`src/rtl/timer_counter0.sv`:
```
// 8051-style Timer/Counter 0: prescaled machine-cycle tick, modes 0-3, TF0 flag and mode-3 TF1 set pulse.
// Latency: count registers, tf0 and tf1_set all update on the same clk edge as the counting event.
// Backpressure: none; software writes take priority over counting and suppress overflow from the written half.
module timer_counter0 #(
  parameter int DIV = 12
) (
  input  logic       clk,
  input  logic       reset,
  input  logic [3:0] tmod,
  input  logic       tr0,
  input  logic       tr1,
  input  logic       int0_n,
  input  logic       t0_pin,
  input  logic [7:0] din,
  input  logic       wr_tl,
  input  logic       wr_th,
  input  logic       tf0_clr,
  output logic [7:0] tl,
  output logic [7:0] th,
  output logic       tf0,
  output logic       tf1_set
);

  localparam int PW = $clog2(DIV);

  logic [PW-1:0] pre;
  logic          mc_tick;
  logic          gate;
  logic          c_t;
  logic [1:0]    mode;
  logic          run;
  logic          t0_q;
  logic          inc;
  logic [12:0]   c13;
  logic [15:0]   c16;
  logic [7:0]    tl_nxt;
  logic [7:0]    th_nxt;
  logic          ovf0;
  logic          ovf1;

  assign gate    = tmod[3];
  assign c_t     = tmod[2];
  assign mode    = tmod[1:0];
  assign mc_tick = (pre == PW'(DIV - 1));
  assign run     = tr0 & (~gate | int0_n);
  // Counter mode counts a 1->0 transition seen across two machine-cycle samples of t0_pin.
  assign inc     = run & mc_tick & (~c_t | (t0_q & ~t0_pin));
  assign c13     = {th, tl[4:0]} + 13'd1;
  assign c16     = {th, tl} + 16'd1;

  // Free-running prescaler 0..DIV-1; mc_tick marks the last clk of each machine cycle.
  always_ff @(posedge clk) begin
    if (reset || mc_tick) pre <= '0;
    else                  pre <= pre + PW'(1);
  end

  // Next count and overflow per mode; writes override the count of the half they target.
  always_comb begin
    tl_nxt = tl;
    th_nxt = th;
    ovf0   = 1'b0;
    ovf1   = 1'b0;
    case (mode)
      2'b00: if (inc) begin
        tl_nxt = {tl[7:5], c13[4:0]};
        th_nxt = c13[12:5];
        ovf0   = (c13 == 13'd0);
      end
      2'b01: if (inc) begin
        {th_nxt, tl_nxt} = c16;
        ovf0             = (c16 == 16'd0);
      end
      2'b10: if (inc) begin
        if (tl == 8'hFF) begin
          tl_nxt = th;
          ovf0   = 1'b1;
        end else begin
          tl_nxt = tl + 8'd1;
        end
      end
      default: begin
        if (inc) begin
          tl_nxt = tl + 8'd1;
          ovf0   = (tl == 8'hFF);
        end
        // TH half in mode 3 is a plain timer gated only by TR1.
        if (mc_tick && tr1) begin
          th_nxt = th + 8'd1;
          ovf1   = (th == 8'hFF);
        end
      end
    endcase
    if (wr_tl) begin
      tl_nxt = din;
      ovf0   = 1'b0;
      // In the cascaded modes a written TL produces no carry into TH.
      if (!mode[1]) th_nxt = th;
    end
    if (wr_th) begin
      th_nxt = din;
      if (!mode[1])      ovf0 = 1'b0;
      if (mode == 2'b11) ovf1 = 1'b0;
    end
  end

  // Count registers, flags and the machine-cycle sample of t0_pin.
  always_ff @(posedge clk) begin
    if (reset) begin
      tl      <= 8'h00;
      th      <= 8'h00;
      tf0     <= 1'b0;
      tf1_set <= 1'b0;
      t0_q    <= 1'b0;
    end else begin
      tl      <= tl_nxt;
      th      <= th_nxt;
      tf1_set <= ovf1;
      if (ovf0)         tf0 <= 1'b1;
      else if (tf0_clr) tf0 <= 1'b0;
      if (mc_tick) t0_q <= t0_pin;
    end
  end

endmodule

```
`config.mk`:
```
export PLATFORM = sky130hd
export DESIGN_NAME = timer_counter0
export DESIGN_NICKNAME = d
export VERILOG_FILES = /design/src/rtl/timer_counter0.sv
export SDC_FILE = /design/constraint.sdc
export NUM_CORES = 1
export LEC_CHECK = 0
export CORE_MARGIN = 8
export CORE_UTILIZATION = 58
export CTS_BUF_LIST = sky130_fd_sc_hd__clkbuf_4
export DETAILED_ROUTE_END_ITERATION = 7
export PLACE_DENSITY = 0.92
export SYNTH_ARGS = -nofsm -noshare
export SYNTH_HDL_FRONTEND = slang
export SYNTH_SLANG_ARGS = --single-unit
```
`constraint.sdc`:
```
create_clock -name clk -period 4.7 [get_ports clk]
set_clock_uncertainty 0.1 [all_clocks]
set_input_delay 0.94 -clock clk [delete_from_list [all_inputs] [get_ports clk]]
set_output_delay 0.94 -clock clk [all_outputs]
set_load 0.1 [all_outputs]
```
== Yosys cells after proc, flatten, opt, wreduce, memory -nomap -nowiden ==
Index checks and enable logic that the tools add are counted.

* $add $sub $neg: 5
* Multipliers: 0
* Div/mod/pow operators: 0
* $lt $le $gt $ge: 0
* Equality and inequality tests: 8
* Shift operators: 0
* Multiplexer cells: 29
* Bitwise gates (word level): 9
* Reductions and logical operators: 9

{| class="wikitable"
|+ Operators by type and width
! operator !! number
|-
| 8-bit two-way mux || 11
|-
| 8-bit one-hot mux with 3 select lines || 2
|-
| 16-bit by 1-bit adder with 16-bit output, second input constant || 1
|-
| 8-bit by 1-bit adder with 8-bit output, second input constant || 2
|-
| 8-bit equality test, second input constant || 2
|-
| 16-bit logical NOT || 1
|-
| 1-bit two-way mux || 14
|-
| 13-bit by 1-bit adder with 13-bit output, second input constant || 1
|-
| 13-bit logical NOT || 1
|-
| 5-bit two-way mux || 1
|-
| 4-bit by 1-bit adder with 4-bit output, second input constant || 1
|-
| 1-bit bitwise AND || 4
|-
| 2-bit equality test, second input constant || 2
|-
| 4-bit equality test, second input constant || 1
|-
| 2-bit nonzero test || 2
|-
| 3-bit by 2-bit != test with 1-bit output, second input constant || 1
|-
| 1-bit inverter || 3
|-
| 1-bit one-hot mux with 3 select lines || 1
|-
| 3-bit OR reduction || 1
|-
| 2-bit by 1-bit equality test with 1-bit output, second input constant || 1
|-
| 2-bit logical NOT || 1
|-
| 2-bit != test, second input constant || 1
|-
| 1-bit bitwise OR || 2
|-
| 2-bit AND reduction || 1
|-
| 2 further kinds || 2
|}

* Bits in registers: 23
* Latch bits: 0
* Memory bits (writable): 0
* ROM bits: 0
* Input bits: 21
* Output and inout port bits: 18
* Word-level logic and storage cells: 67
* Memories kept: 0

== Logic depth before layout (Yosys ltp) ==
* Depth in word-level cells: 11
* Depth in mapped cells: 9

== Least setup slack after synthesis ==
Ideal clock, no wire load.

* Path kind: register to register
* From: reg tl[0]
* To: reg th[5]
* Data arrival time: 2728 ps
* Setup slack: 1797 ps
* Cell stages (with the launch flop): 8
* Path buffers: 1
* Cells stage by stage: dfxtp_1 ha_1 nand4_4 buf_6 a221oi_4 nand3_1 or4_1 a31oi_1

* Word-level cells in the longest chain between the ends: 6
* Elaborated cells between the ends (all ways): 8
* Those cells by class: 2 x add/sub; 6 x mux

{| class="wikitable"
|+ Ends and longest elaborated chain
! what !! RTL line !! text
|-
| start, declared || 18 || <nowiki>output logic [7:0] tl,</nowiki>
|-
| start signal, assigned || 115 || <nowiki>tl <= tl_nxt;</nowiki>
|-
| 16-bit by 1-bit adder with 16-bit output or 13-bit by 1-bit adder with 13-bit output (tied branches) || 49, 48 ||
|-
| 8-bit two-way mux (on tied branches) || 69, 64 ||
|-
| 8-bit one-hot mux with 3 select lines (*) || 63 || <nowiki>case (mode)</nowiki>
|-
| 8-bit two-way mux || 97 || <nowiki>if (!mode[1]) th_nxt = th;</nowiki>
|-
| 8-bit two-way mux (*) || 93 || <nowiki>if (wr_tl) begin</nowiki>
|-
| 8-bit two-way mux (*) || 99 || <nowiki>if (wr_th) begin</nowiki>
|-
| end signal, assigned || 116 || <nowiki>th <= th_nxt;</nowiki>
|-
| end, declared || 19 || <nowiki>output logic [7:0] th,</nowiki>
|}

Every way passes the cells marked *; elsewhere a longest branch is shown, timed or not. The select of a mux whose other input is x is not followed.
A chain may end at the register's enable or synchronous reset.

== Worst setup path in the final report ==
* From: reg th[3]
* To: out th[3]

No word-level cell between the ends.

==> results.py <==
metrics = {
    "cts": {
        "path_clk_slew_ps": 140,
        "insertion_delay_ps": 320,
        "cts_resized": 0,
        "cts.sinks": 23,
        "post-cts-setup-buffer-count": 0,
        "clockRootBuffer": "clkbuf_4",
        "cts_buffers": 3,
        "clk_path_buf_depth": 2,
        "hold_buffers": 0,
        "cts_tree": "done",
        "ctsHtreeMaxLevel": 1,
    },
    "run_status": {
        "status": "complete, no violations",
    },
    "worst_hold_path": {
        "whs_endpoint": "pre[0]",
        "min_path_cells": 1,
        "hp-class": "register to register",
        "holdCritStartpoint": "pre[0]",
    },
    "worst_setup_path": {
        "reg2reg_from": "tl[0]",
        "rr_worst_depth": 7,
        "timing.rr.end": "th[6]",
        "setup.worst_path.class": "register to output pin",
        "critPathMaxFanout": 17,
        "critPathBufInv": 1,
        "crit_chain": "clkdlybuf4s50_1",
        "cp_top_family": "buffers and inverters",
        "cp.arrival_ps": 2310,
        "r2r_slack_ps": 2030,
        "required_ps": 3660,
        "start_kind": "register",
        "slowest_delay_ps": 1250,
        "crit_path_end_kind": "output pin",
        "cp_slowest_cell": "clkdlybuf4s50_1",
        "crit_start": "th[3]",
    },
    "die": {
        "die-area_um2": 5640,
        "die_x_um": 75.1,
        "core_um2": 3340,
        "core.rowCount": 21,
        "die_h_um": 75.1,
        "num_io_pins": 39,
        "start_util_pct": 60.7,
    },
    "routing": {
        "drt-total-wl_mm": 5.91,
        "first_pass_iters": 4,
        "drc": 0,
        "vias_per_cell": 6.55,
        "vias": 2174,
        "wl_per_cell_um": 17.8,
        "detail-route-antenna-nets": 0,
        "drt_iter0_markers": 337,
    },
    "power_and_ir_drop": {
        "p_per_area_nw_per_um2": 212,
        "p_leak_nw": 0.830,
        "ir_worst_vdd_mv": 0.156,
    },
    "sta": {
        "hold_viol": 0,
        "relSlewSlack_pct": 34.5,
        "fin_crit_ps": 3350,
        "tightest_slew_ps": 979,
        "rsz0062_at_grt": "no",
        "setup_viol": 0,
        "fmax_ghz": 0.299,
        "report.final.slew_viol_count": 0,
        "fin_tns_setup_ps": 0,
        "setup_slack_ps": 1350,
        "period_share_pct": 71.2,
    },
    "logic_synthesis": {
        "yosys_warnings": 0,
        "synth_area_leaders": "dfxtp_1 (23%), a21oi_1 (5.4%), nor2_1 (5.0%)",
        "synth_area_per_cell_um2": 7.56,
        "yosysTopAreaCellShare_pct": 22.7,
        "ys_seq_elements": 23,
        "synth_common_cells": "nor2_1 (27), dfxtp_1 (23), a21oi_1 (22), nand2_1 (18), o21ai_0 (17)",
        "ys_seq_area_share_pct": 22.7,
        "syn_inst": 268,
        "yosysTopAreaCell": "dfxtp_1",
        "async_flop_share_pct": 0,
        "synth_cell_types": 59,
        "netlist_area_um2": 2030,
        "synth_edf_count": 0,
        "syn-num-nets": 293,
        "yosysMostFrequentCell": "nor2_1",
        "synth_ff_type": "dfxtp_1",
    },
    "grt": {
        "grtUsageTotal_pct": 21.0,
        "grt_max_degree": 27,
        "grt.overflow.total": 0,
        "antenna_found_initial": 0,
        "grt_pass1_wl_mm": 9.38,
        "grt_pass1_vias": 1927,
    },
    "final_layout": {
        "syn2layout_area_growth_pct": 17.2,
        "drive_gt1_share_pct": 5.24,
        "n_antenna_cell": 0,
        "fillCellCount": 299,
        "fin_area_um2": 2370,
        "layout.nets": 312,
    },
    "placement": {
        "placed_area_um2": 2340,
        "dp_hpwl_mm": 4.23,
        "io_buffer_count": 38,
        "place_ws_ps": 1590,
        "gp_congestion": 1.04,
    },
    "flow_run": {
        "drv_cap": 0,
    },
}
-- final cells by class --
class	count	area, um^2	area share, %
repair buffers	39	388	16.3
well taps	46	57.6	2.42
multi-input cells	216	1420	60.0
clock inverters	1	7.51	0.316
flip-flops and latches	23	460	19.4
inverters	4	15.0	0.632
clock buffers	3	22.5	0.948
-- routing by layer --
layer  vias to the layer above  track usage, %  part of all wire [%]  routed length, um
met5                         -               0                     0                  0
met4                         0            7.61                   3.3                197
met2                       124            33.3                    46               2700
li1                       1030               -                     -                  -
met1                      1001            27.5                    41               2440
met3                        19            3.86                   9.6                568
-- metrics by stage --
stage          util [%]  hold slack (ps)  power [W]  instances
6_report           71.2              377   0.000503        332
3_5_place_dp       70.3              353   0.000405        328
5_1_grt            71.2              397   0.000529        332
2_1_floorplan         -              328   0.000356        268
3_3_place_gp       70.3              346   0.000402        328
4_1_cts            71.2              372   0.000502        332
-- cell families after synthesis --
family                     synth area share (%)
xor gates and xnor gates                   5.19
adders and majority gates                  2.47
DFF                                        22.7
muxes                                      2.47
AOI/OAI and AO/OA                          27.7
buffers and inverters                      6.98
and+or+nand+nor                            32.4
-- worst max path at each step --
| stage | endpoint | slack, ps | cells past startpoint |
|---|---|---|---|
| floorplan | th[5] | 1800 | 7 |
| global placement | tf0 | 1630 | 5 |
| detailed placement | th[5] | 1590 | 6 |
| CTS | th[3] | 1380 | 1 |
| global route | th[4] | 1300 | 1 |
| finish | th[3] | 1350 | 1 |
-- sequential cells by signal, indices dropped and copies added, names as in the netlist --
signal	cells
th	8
tl	8
pre	4
t0_q	1
tf0	1
tf1_set	1
-- layout by cell type, fill, tap and decap left out, types with 6 or more instances in the layout --
cell / synthesis / layout
a21oi_1: 22 / 22
nor3_1: 11 / 11
nand3_1: 9 / 9
o21ai_0: 17 / 17
xor2_1: 6 / 6
clkdlybuf4s50_1: 0 / 38
nand2_1: 18 / 18
a211oi_1: 6 / 6
nand2b_1: 6 / 6
dfxtp_1: 23 / 23
nor2_1: 27 / 27
a31oi_1: 7 / 7
xnor2_1: 6 / 6
nor2b_1: 6 / 6
-- report_power, final --
part	internal [W]	switching [W]	total, W
clock	0.0000325	0.0000668	0.0000993
combinational	0.0000605	0.000109	0.000170
sequential	0.000206	0.0000284	0.000234
total	0.000298	0.000205	0.000503
Power figures use the tool's default switching activity.
